--- src/rtl/fpaa_prog_seq.sv ---
// fpaa_prog_seq: floating-gate programming sequencer feeding the island programming mux.
// Define FPAA_PROG_PULSE_CNT_EN to add a saturating completed-pulse counter (total_pulses, clr_total).
module fpaa_prog_seq #(
  parameter int ROWS      = 7,
  parameter int COLS      = 7,
  parameter int ROW_W     = 3,
  parameter int COL_W     = 3,
  parameter int CNT_W     = 8,
  parameter int SETUP_CYC = 4,
  parameter int PULSE_CYC = 16,
  parameter int GAP_CYC   = 8
) (
  input  logic             clk,
  input  logic             rst,
`ifdef FPAA_PROG_PULSE_CNT_EN
  input  logic             clr_total,
  output logic [15:0]      total_pulses,
`endif
  input  logic             cmd_valid,
  output logic             cmd_ready,
  input  logic [1:0]       cmd_op,
  input  logic [ROW_W-1:0] cmd_row,
  input  logic [COL_W-1:0] cmd_col,
  input  logic [CNT_W-1:0] cmd_pulses,
  input  logic             abort,
  output logic [ROWS-1:0]  row_sel,
  output logic [COLS-1:0]  col_sel,
  output logic             vinj_en,
  output logic             vtun_en,
  output logic             meas_en,
  output logic             busy,
  output logic             done,
  output logic             err,
  output logic             aborted
);

  localparam int MAX_SP  = (SETUP_CYC > PULSE_CYC) ? SETUP_CYC : PULSE_CYC;
  localparam int MAX_CYC = (MAX_SP > GAP_CYC) ? MAX_SP : GAP_CYC;
  localparam int PH_W    = $clog2(MAX_CYC + 1);

  localparam logic [PH_W-1:0]  SETUP_LD = PH_W'(SETUP_CYC - 1);
  localparam logic [PH_W-1:0]  PULSE_LD = PH_W'(PULSE_CYC - 1);
  localparam logic [PH_W-1:0]  GAP_LD   = PH_W'(GAP_CYC - 1);
  localparam logic [PH_W-1:0]  PH_ONE   = PH_W'(1);
  localparam logic [CNT_W-1:0] CNT_ONE  = CNT_W'(1);

  localparam logic [1:0] OP_MEAS  = 2'b00;
  localparam logic [1:0] OP_INJ   = 2'b01;
  localparam logic [1:0] OP_ERASE = 2'b11;

  typedef enum logic [2:0] {
    S_IDLE, S_SETUP, S_PULSE, S_GAP, S_MEAS, S_DONE
  } state_t;

  state_t           state_q, state_d;
  logic [PH_W-1:0]  ph_q, ph_d;
  logic [CNT_W-1:0] rem_q, rem_d;
  logic [1:0]       op_q, op_d;
  logic [ROW_W-1:0] row_q, row_d;
  logic [COL_W-1:0] col_q, col_d;
  logic             err_d, aborted_d;
  logic             range_bad;

  logic [ROWS-1:0]  row_sel_d;
  logic [COLS-1:0]  col_sel_d;
  logic             vinj_d, vtun_d, meas_d, busy_d, done_d, ready_d;

  // Erase addresses the whole island, so its row/col are never range-checked.
  assign range_bad = (cmd_op != OP_ERASE) &&
                     ((int'(cmd_row) >= ROWS) || (int'(cmd_col) >= COLS));

  // State register
  always_ff @(posedge clk or posedge rst) begin
    if (rst) begin
      state_q <= S_IDLE;
      ph_q    <= '0;
      rem_q   <= '0;
      op_q    <= '0;
      row_q   <= '0;
      col_q   <= '0;
    end else begin
      state_q <= state_d;
      ph_q    <= ph_d;
      rem_q   <= rem_d;
      op_q    <= op_d;
      row_q   <= row_d;
      col_q   <= col_d;
    end
  end

  // Next-state logic
  always_comb begin
    state_d   = state_q;
    ph_d      = ph_q;
    rem_d     = rem_q;
    op_d      = op_q;
    row_d     = row_q;
    col_d     = col_q;
    err_d     = 1'b0;
    aborted_d = 1'b0;
    if (abort && (state_q inside {S_SETUP, S_PULSE, S_GAP, S_MEAS})) begin
      state_d   = S_DONE;
      aborted_d = 1'b1;
    end else begin
      case (state_q)
        S_IDLE: begin
          if (cmd_valid && cmd_ready) begin
            if (range_bad) begin
              err_d = 1'b1;
            end else begin
              op_d    = cmd_op;
              row_d   = cmd_row;
              col_d   = cmd_col;
              rem_d   = cmd_pulses;
              ph_d    = SETUP_LD;
              state_d = S_SETUP;
            end
          end
        end
        S_SETUP: begin
          if (ph_q != '0) begin
            ph_d = ph_q - PH_ONE;
          end else if (op_q == OP_MEAS) begin
            ph_d    = PULSE_LD;
            state_d = S_MEAS;
          end else if (rem_q == '0) begin
            state_d = S_DONE;
          end else begin
            ph_d    = PULSE_LD;
            state_d = S_PULSE;
          end
        end
        S_PULSE: begin
          if (ph_q != '0) begin
            ph_d = ph_q - PH_ONE;
          end else begin
            rem_d = rem_q - CNT_ONE;
            if (rem_q > CNT_ONE) begin
              ph_d    = GAP_LD;
              state_d = S_GAP;
            end else begin
              state_d = S_DONE;
            end
          end
        end
        S_GAP: begin
          if (ph_q != '0) begin
            ph_d = ph_q - PH_ONE;
          end else begin
            ph_d    = PULSE_LD;
            state_d = S_PULSE;
          end
        end
        S_MEAS: begin
          if (ph_q != '0) begin
            ph_d = ph_q - PH_ONE;
          end else begin
            state_d = S_DONE;
          end
        end
        S_DONE:  state_d = S_IDLE;
        default: state_d = S_IDLE;
      endcase
    end
  end

  // Output decode from the next state, so every output leaves a flop
  always_comb begin
    row_sel_d = '0;
    col_sel_d = '0;
    vinj_d    = 1'b0;
    vtun_d    = 1'b0;
    meas_d    = 1'b0;
    busy_d    = (state_d != S_IDLE);
    ready_d   = (state_d == S_IDLE);
    done_d    = (state_d == S_DONE);
    if (state_d != S_IDLE) begin
      if (op_d == OP_ERASE) begin
        row_sel_d = '1;
        col_sel_d = '1;
      end else begin
        for (int i = 0; i < ROWS; i++) row_sel_d[i] = (int'(row_d) == i);
        for (int j = 0; j < COLS; j++) col_sel_d[j] = (int'(col_d) == j);
      end
    end
    case (state_d)
      S_PULSE: begin
        if (op_d == OP_INJ) vinj_d = 1'b1;
        else                vtun_d = 1'b1;
      end
      S_MEAS:  meas_d = 1'b1;
      default: ;
    endcase
  end

  // Output register
  always_ff @(posedge clk or posedge rst) begin
    if (rst) begin
      cmd_ready <= 1'b1;
      row_sel   <= '0;
      col_sel   <= '0;
      vinj_en   <= 1'b0;
      vtun_en   <= 1'b0;
      meas_en   <= 1'b0;
      busy      <= 1'b0;
      done      <= 1'b0;
      err       <= 1'b0;
      aborted   <= 1'b0;
    end else begin
      cmd_ready <= ready_d;
      row_sel   <= row_sel_d;
      col_sel   <= col_sel_d;
      vinj_en   <= vinj_d;
      vtun_en   <= vtun_d;
      meas_en   <= meas_d;
      busy      <= busy_d;
      done      <= done_d;
      err       <= err_d;
      aborted   <= aborted_d;
    end
  end

`ifdef FPAA_PROG_PULSE_CNT_EN
  logic pulse_end;

  // A pulse counts only if its final cycle is not cut short by abort.
  assign pulse_end = (state_q == S_PULSE) && (ph_q == '0) && !abort;

  always_ff @(posedge clk or posedge rst) begin
    if (rst) begin
      total_pulses <= '0;
    end else if (clr_total) begin
      total_pulses <= '0;
    end else if (pulse_end && (total_pulses != 16'hFFFF)) begin
      total_pulses <= total_pulses + 16'd1;
    end
  end
`endif

endmodule

--- config.mk ---
export PLATFORM = sky130hd
export DESIGN_NAME = fpaa_prog_seq
export DESIGN_NICKNAME = d
export VERILOG_FILES = /design/src/rtl/fpaa_prog_seq.sv
export SDC_FILE = /design/constraint.sdc
export NUM_CORES = 1
export LEC_CHECK = 0
export CAP_MARGIN = 25
export CORE_MARGIN = 4
export CORE_UTILIZATION = 30
export CTS_BUF_LIST = sky130_fd_sc_hd__clkbuf_8
export CTS_CLUSTER_SIZE = 25
export DETAILED_ROUTE_END_ITERATION = 10
export DONT_BUFFER_PORTS = 1
export PLACE_DENSITY = 0.44
export SLEW_MARGIN = 30
export SYNTH_ARGS = -nofsm -noshare
export SYNTH_HDL_FRONTEND = slang
export SYNTH_SLANG_ARGS = --single-unit
--- constraint.sdc ---
create_clock -name clk -period 2.4 [get_ports clk]
set_clock_uncertainty 0.15 [all_clocks]
set_input_delay 0.24 -clock clk [delete_from_list [all_inputs] [get_ports clk]]
set_output_delay 0.24 -clock clk [all_outputs]
set_load 0.1 [all_outputs]
==> summary by stage, run 1 <==
Logic synthesis
The number of enable flip-flop cells after synthesis is 0. The library cell with the largest summed area after synthesis is sky130_fd_sc_hd__dfrtp_1. The synthesized design devotes to its leading area cell type 41.6% of total area.

By area the synthesized netlist is led by sky130_fd_sc_hd__dfrtp_1, sky130_fd_sc_hd__o21ai_0, sky130_fd_sc_hd__a21oi_1. The area of the mapped netlist is ~2700 sq um. By area, the combinational part of the netlist is dominated by compound AO/OA/AOI/OAI gates. The flip-flop and latch count after synthesis is 46. Synthesis produced a netlist with a net count of approximately 330.

The mux share of post-synthesis cell area is 3.28%. The synthesized-area fraction occupied by ao, oa, aoi and oai cells is between 20% and 30%. The synthesized netlist devotes less than 1% of its cell area to XOR and XNOR gates. The post-synthesis share of cell area spent on full adders, half adders and majority gates is between 1.5 and 2%.

Synthesis handed over a netlist of roughly 300 instances. In this run the mean area of a mapped cell was between 8 and 9 sq um. The prevailing post-synth register cell is sky130_fd_sc_hd__dfrtp_1. The total number of yosys warnings is 0. The synthesized netlist contains between 50 and 60 unique library cells.

The async set or reset register ratio after synthesis is between 90% and 100%. The sequential element share of the synthesized area is 42.6%. After Yosys synthesis, and, or, nand and nor cells account for around 22% of the synthesized area.

Clock tree
The clock-pin slew of the registers on the worst-case setup and hold paths is approximately 90 ps. The number of setup buffers added after CTS is 0. The number of clock sinks seen by CTS is 46. The cell sitting at the root of the clock tree is a sky130_fd_sc_hd__clkbuf_8. The deepest clock path buffer count is 2.

The TritonCTS buffer count is 5. The clock latency on the worst-skew pair is around 310 ps. In this run the number of H-tree levels came out at 2. TritonCTS built the clock tree.

GRT
The met3 capacity usage during global routing is roughly 2.6%. In the global route stage, met2 resource usage came out at around a quarter. The global-route usage over all layers is 14.8%. The total global routing overflow is 0. The number of antenna violations at the first check in global routing is 0.

Entering global routing, the biggest net connects 25 pins. The via count of the first global-routing pass is about 2500. The fraction of met1 tracks used by global routing is between 10% and 20%. After global routing, the most crowded layer is met2.

The first global-routing pass estimated 12.3 mm of wire.

Route
In the final routed layout, each cell accounts on average for about 17 microns. Before antenna repair, the detailed router went through 4 iterations. The post-route DRC violation count is 0. The count of routing violations after the opening detailed-route iteration is about 110. The total wirelength of the detailed-routed design is ~7.5 mm. The detail-routed via count per cell is between 5 and 6. For this block, the via count after detailed routing is 2405. The number of nets with antenna violations after routing is 0.

Setup path
The worst setup path endpoint is rem_q[3]. The signal on the critical path passes through inv_1 > ha_1 > or4b_4 > a211o_1 > a211o_4 > buf_4 > o21ai_1. The critical path is of the flip-flop to flip-flop type. The launching element type of the critical path is a flip-flop.

The setup slack of the most critical reg-to-reg path is 100 ps. The number of cells on the worst reg-to-reg path is 7. The standard cell with the maximum stage delay on the critical path is sky130_fd_sc_hd__or4b_4.

Data on the critical path is required at its endpoint by ~2500 ps. The worst setup path is captured at a flip-flop. The largest single stage delay on the critical path is about 500 ps. The worst setup path startpoint is ph_q[0]. In this run the critical register-to-register path is launched from ph_q[0]. The critical path runs through a total of 7 cells. Along the worst path, the maximum fanout reaches 10.

The endpoint of the lowest-slack register-to-register path is rem_q[3]. In this design, the largest share of critical-path delay is due to compound AO/OA/AOI/OAI gates. The number of buffers and inverters on the critical path is 2. The data arrival at the endpoint of the critical path is around 2400 ps.

Die
The region available for standard cell placement spans 8760 sq um. The die area is 10600 sq um. The die span in x is between 100 and 150 microns. Pin placement for this block handled 42 I/O pins. The die extent in y is approximately 100 microns. The initial core utilization is between 30 and 40%. The row count is 34.

Layout
The multi-input combinational cells in the finished layout cover a total of 1470 sq um. 0 antenna diodes ended up in the layout. Compared with the post-synthesis result, the final layout area differs by 25.6%. The layout cell share with drive strength beyond 1 is 22.7%. The final cell area excluding filler cells is between 3000 and 4000 sq um. Counting the fill cells in the layout gives 915. The final layout contains between 300 and 400 nets.

Registers take roughly 1200 sq um.

Outcome
The flow ran to the end, and the final reports show no timing, DRC or antenna violations.

STA
Derived from the worst setup path, the maximum achievable clock frequency is about 430 MHz. For the finished layout, the period the worst path requires is approximately 2300 ps. The final critical path takes up a little over nine tenths of the cycle. In this run the tightest slew margin relative to its limit is about two fifths.

The measured slew at the worst slew-check pin is 875 ps. The number of slew-limit violations in the final report is 0. The number of setup violations in the final report is 0. Setup repair after global routing could not meet its margin everywhere. The final hold violation count is 0.

Placement
In this run the tool buffered the top-level ports with 0 buffer cells. Summed over all nets, the half-perimeter wirelength after detailed placement is around 5.3 mm. The instance area after placement is approximately 3000 sq um. The congestion estimate from routability-driven global placement came to between 0.8 and 0.9.

Power
In this run the static leakage power is 1.42 nW. The overall power consumption is roughly 4.7 mW. The power density over the cells is 1390 nW/um^2.

IR analysis of the VDD net gives a maximum drop of a little over 0.0004 V.

Hold path
The worst hold path begins at cmd_op[0]. Along the worst hold path, the cell count comes to 2. In this run the worst hold path is classified as primary input to flip-flop.

Job
The max-capacitance violation count is 0.
[kinds of logic (layout without fill, tap and decap cells)]
group / after synthesis / after routing
simple gates: 107 / 107
flops: 46 / 46
xor+xnor: 2 / 2
fa+ha+maj: 4 / 4
compound gates: 96 / 96
buf+inv: 38 / 76
mux: 8 / 8
[cell usage after synthesis, types with 4 or more instances]
cell	number
sky130_fd_sc_hd__nor3_1	9
sky130_fd_sc_hd__a21oi_1	19
sky130_fd_sc_hd__a211o_1	4
sky130_fd_sc_hd__a311oi_1	5
sky130_fd_sc_hd__nand2b_1	7
sky130_fd_sc_hd__buf_2	10
sky130_fd_sc_hd__or3_1	8
sky130_fd_sc_hd__mux2_2	7
sky130_fd_sc_hd__o21ai_0	20
sky130_fd_sc_hd__nand3b_1	6
sky130_fd_sc_hd__ha_1	4
sky130_fd_sc_hd__a221oi_1	7
sky130_fd_sc_hd__nand2_1	22
sky130_fd_sc_hd__o31ai_1	4
sky130_fd_sc_hd__o21ai_1	6
sky130_fd_sc_hd__a31oi_1	7
sky130_fd_sc_hd__a22o_1	4
sky130_fd_sc_hd__clkbuf_1	12
sky130_fd_sc_hd__dfrtp_1	45
sky130_fd_sc_hd__inv_1	14
sky130_fd_sc_hd__nand3_1	10
sky130_fd_sc_hd__nor2_1	23
[repair_timing]
action,in CTS,in global routing
resized for setup,3,11
pin swaps,0,3
hold buffers,16,0
hold endpoints to repair,38,0
setup endpoints to repair,8,16
[cells in the final DEF, fill, tap and decap left out, types with 3 or more instances in the layout]
| master | count |
|---|---|
| sky130_fd_sc_hd__buf_4 | 38 |
| sky130_fd_sc_hd__ha_1 | 4 |
| sky130_fd_sc_hd__nor3_1 | 9 |
| sky130_fd_sc_hd__nand3b_1 | 6 |
| sky130_fd_sc_hd__mux2_2 | 7 |
| sky130_fd_sc_hd__nand2b_1 | 7 |
| sky130_fd_sc_hd__o21ai_1 | 6 |
| sky130_fd_sc_hd__a21oi_1 | 19 |
| sky130_fd_sc_hd__a211o_1 | 3 |
| sky130_fd_sc_hd__dlygate4sd3_1 | 16 |
| sky130_fd_sc_hd__inv_1 | 13 |
| sky130_fd_sc_hd__nand2_1 | 22 |
| sky130_fd_sc_hd__nor2b_1 | 3 |
| sky130_fd_sc_hd__or3_1 | 7 |
| sky130_fd_sc_hd__a31oi_1 | 7 |
| sky130_fd_sc_hd__clkbuf_8 | 6 |
| sky130_fd_sc_hd__and2_1 | 3 |
| sky130_fd_sc_hd__a22o_1 | 4 |
| sky130_fd_sc_hd__o21ai_0 | 19 |
| sky130_fd_sc_hd__a22oi_1 | 3 |
| sky130_fd_sc_hd__dfrtp_1 | 45 |
| sky130_fd_sc_hd__a311oi_1 | 5 |
| sky130_fd_sc_hd__o31ai_1 | 3 |
| sky130_fd_sc_hd__nor2_1 | 23 |
| sky130_fd_sc_hd__nand3_1 | 9 |
| sky130_fd_sc_hd__a221oi_1 | 6 |
| sky130_fd_sc_hd__o311ai_0 | 3 |
[layout make-up]
| cell class | instances | share of cell area, % |
|---|---|---|
| Tap cell | 108 | 3.98 |
| Clock inverter | 2 | 1.77 |
| Clock buffer | 6 | 2.43 |
| Inverter | 14 | 1.55 |
| Timing Repair Buffer | 54 | 13.1 |
| Sequential cell | 46 | 33.9 |
| Multi-Input combinational cell | 217 | 43.2 |
[metal layers]
| layer | vias up | part of all wire [%] |
|---|---|---|
| met1 | 1149 | 42 |
| li1 | 1184 | - |
| met2 | 53 | 52 |
| met4 | 0 | 2.2 |
| met3 | 19 | 4.0 |
| met5 | - | 0 |
[worst reg2reg max path, cell delays in order (launching register included)]
cell and delay [ps]:
sky130_fd_sc_hd__dfrtp_1 380, sky130_fd_sc_hd__inv_1 70, sky130_fd_sc_hd__ha_1 170, sky130_fd_sc_hd__or4b_4 500
sky130_fd_sc_hd__a211o_1 340, sky130_fd_sc_hd__a211o_4 340, sky130_fd_sc_hd__buf_4 160, sky130_fd_sc_hd__o21ai_1 110
[stage by stage]
stage               hold slack [ps]  std cells  setup TNS [ps]  setup WS (ps)  util, %
finish                         8.55        447               0           98.9     38.8
global route                   13.1        447            -145          -37.2     38.8
CTS                            4.23        447               0           22.4     38.1
detailed placement             42.4        423            -234          -76.8     34.5
global placement               41.0        423           -25.9          -25.9     34.5
floorplan                       233        301               0           31.6        -
[report_power, final]
part / switching [mW] / internal [mW]
registers: 0.733 / 1.07
clock network: 0.281 / 0.444
logic: 1.30 / 0.895
total: 2.32 / 2.41
[flip-flops by register name, summed over array words and instances (netlist names), 2 cells and up]
register	cells
col_sel	7
rem_q	8
ph_q	5
row_q	3
op_q	2
state_q	3
col_q	3
row_sel	7
[how the worst min path moves through the flow]
stage | to | slack (ps)
global route | vinj_en | 10
detailed placement | vtun_en | 40
global placement | vinj_en | 40
floorplan | aborted | 230
CTS | row_sel[6] | 4
finish | vinj_en | 9
Power figures use the tool's default switching activity.
==> run 2: changes to the inputs <==
Settings changed: PLACE_DENSITY 0.44 to 0.52.
==> summary by stage, run 2 (synthesis gave the netlist of run 1 again) <==
Layout
Of the cells placed in the final design, the portion with a size suffix greater than 1 is roughly 23%. More flip-flops sit in one register than any other, and that register is rem_q. The net count of the finished layout is 364. The count of non-filler cells in the finished layout is ~450. The commonest non-fill, non-tap cell in the layout is sky130_fd_sc_hd__dfrtp_1. From synthesis to final layout, the design area changed by 24.8%.

The repair_antennas step left the layout with diodes totalling 0. The top cell types in the final layout, fill and taps aside, are sky130_fd_sc_hd__dfrtp_1, sky130_fd_sc_hd__buf_4, sky130_fd_sc_hd__nor2_1, sky130_fd_sc_hd__nand2_1, sky130_fd_sc_hd__o21ai_0. The largest registers in the layout are rem_q: 8 flops, col_sel: 7 flops, row_sel: 7 flops. The register with the most flip-flops in the layout has 8 of them.

Setup path
Along the worst path, the maximum fanout reaches 5. The data arrival at the endpoint of the critical path is 2400 ps. The required arrival time at the worst endpoint is 2480 ps.

The delay of the slowest critical-path stage is approximately 480 ps. The number of buffers and inverters on the critical path is 3. Walking the worst path, the cells encountered are inv_2 > ha_4 > or4b_4 > a211o_1 > buf_6 > a211oi_2 > buf_4 > o21ai_2 > mux2i_1. The worst setup path is captured at a flip-flop.

On the critical path the largest part of the delay comes from compound AO/OA/AOI/OAI gates. The launching element type of the critical path is a flip-flop. The critical path start-end classification is flip-flop to flip-flop.

The slowest stage of the critical path is the sky130_fd_sc_hd__or4b_4 cell.

Route
For this block, the routed nets add up to 7.37 mm of wire. After detailed routing, the number of remaining DRC violations is 0. The via count of the routed design is approximately 2400.

The routed wirelength normalized by instance count is around 16 microns. After detailed routing, the number of vias per cell comes to 5.42. The number of nets with antenna violations after routing is 0. The count of routing violations after the opening detailed-route iteration is around 140. The first detailed-routing pass took 4 iterations.

GRT
The total global routing overflow is 0. Entering global routing, the biggest net connects 25 pins. The via count of the first global-routing pass was 2276. The number of antenna violations at the first check in global routing is 0. The first global-routing pass estimated 12.0 mm of wire. The global-route usage over all layers is 14.6%.

Power
The power density over the cells is roughly 1400 nW/um^2. The worst-case IR drop observed on VDD is 0.000403 V. For this design the static power due to leakage is between 1 and 1.5 nW.

Placement
After detailed placement, the design holds a cell count of 419. The HPWL after detailed placement is about 5.3 mm. The last weighted congestion value of the routability-driven placer is between 0.8 and 0.9. The number of I/O port buffers is 0.

STA
The hold slack is roughly 11 ps. Setup violations remaining at the end of the flow were counted as 0. The total negative setup slack is 0 ps.

Headroom to the max-slew limit came out at 41.9%. The final period utilization is 96.7%. The number of slew-limit violations in the final report was 0.

For the pin with the worst max-slew slack, the measured transition is around 870 ps. Setup repair after global routing could not meet its margin everywhere. The final hold violation count is 0. After layout, the minimum clock period comes to about 2300 ps. The upper clock frequency limit is approximately 430 MHz.

Hold path
The type of the tightest min-delay check is primary input to flip-flop.

Die
The region available for standard cell placement spans between 8000 and 9000 sq um. For this design the top-level I/O count stands at 42. The floorplan step set the die width to between 100 and 150 microns. The floorplan step set the die height to ~100 microns. The die area is around 11000 sq um. The floorplan has 34 rows.

Once the floorplan was initialized, standard cells occupied slightly above 30% of the core.

Clock tree
CTS built an H-tree with a depth of 2. In this run, CTS created clock tree buffers numbering 5. The clock-pin slew of the registers on the worst-case setup and hold paths is approximately 100 ps. The clock latency on the worst-skew pair is just over 300 ps. Counting every sink on the clock net gives 46.

The TritonCTS clock tree is done. CTS placed an instance of sky130_fd_sc_hd__clkbuf_8 at the clock tree root. The deepest clock path buffer count is 2.

Job
The max-capacitance violation count is 0.

Outcome
The flow ran to the end, and the final reports show no timing, DRC or antenna violations.
-- run 2: area by class of cell --
type | count | area (sq um)
well taps | 108 | 135
fillers | 891 | 5390
repair buffers | 56 | 469
clock buffers | 5 | 68.8
clock inverters | 3 | 41.3
inverters | 14 | 52.6
multi-input cells | 217 | 1460
flip-flops and latches | 46 | 1150
-- run 2: worst paths after layout --
| check | startpoint | to | slack (ps) | depth (start not counted) |
|---|---|---|---|---|
| worst max-delay path | ph_q[0] | rem_q[0] | 80 | 9 |
| worst min-delay path | cmd_col[1] | col_sel[6] | 10 | 2 |
| worst max register to register | ph_q[0] | rem_q[0] | 80 | 9 |
| worst min register to register | rem_q[3] | rem_q[3] | 410 | 2 |
| max in group asynchronous | rst | cmd_ready | 1160 | 3 |
| min in group asynchronous | rst | ph_q[2] | 270 | 2 |
-- run 2: repair_timing --
action                                 in CTS  in global routing
gates resized for setup                     2                 14
hold buffers                               17                  1
buffers inserted                            0                  4
setup endpoints to repair                   8                 20
endpoints found under the hold margin      39                  1
pin swaps                                   1                  3
-- run 2: per-stage QoR --
stage               instance area (sq um)  util [%]  worst slack, ps  total power, mW
floorplan                            2710         -             31.6             3.29
detailed placement                   2990      34.2            -67.8             3.91
finish                               3380      38.5             79.6             4.65
global placement                     2990      34.2            -13.5             3.89
CTS                                  3280      37.4             23.9             4.52
global route                         3380      38.5            -21.1             4.97
-- run 2: report_power, final --
| group | switching, mW | internal (mW) |
|---|---|---|
| clock | 0.267 | 0.307 |
| sequential | 0.900 | 1.07 |
| combinational | 1.17 | 0.936 |
| total | 2.34 | 2.31 |
-- run 2: per-layer routing --
layer	vias to the layer above	routed length, microns	GRT usage [%]
li1	1184	-	-
met1	1176	3730	22.2
met2	66	3100	19.8
met3	6	451	3.72
met4	0	90	4.88
met5	-	0	0
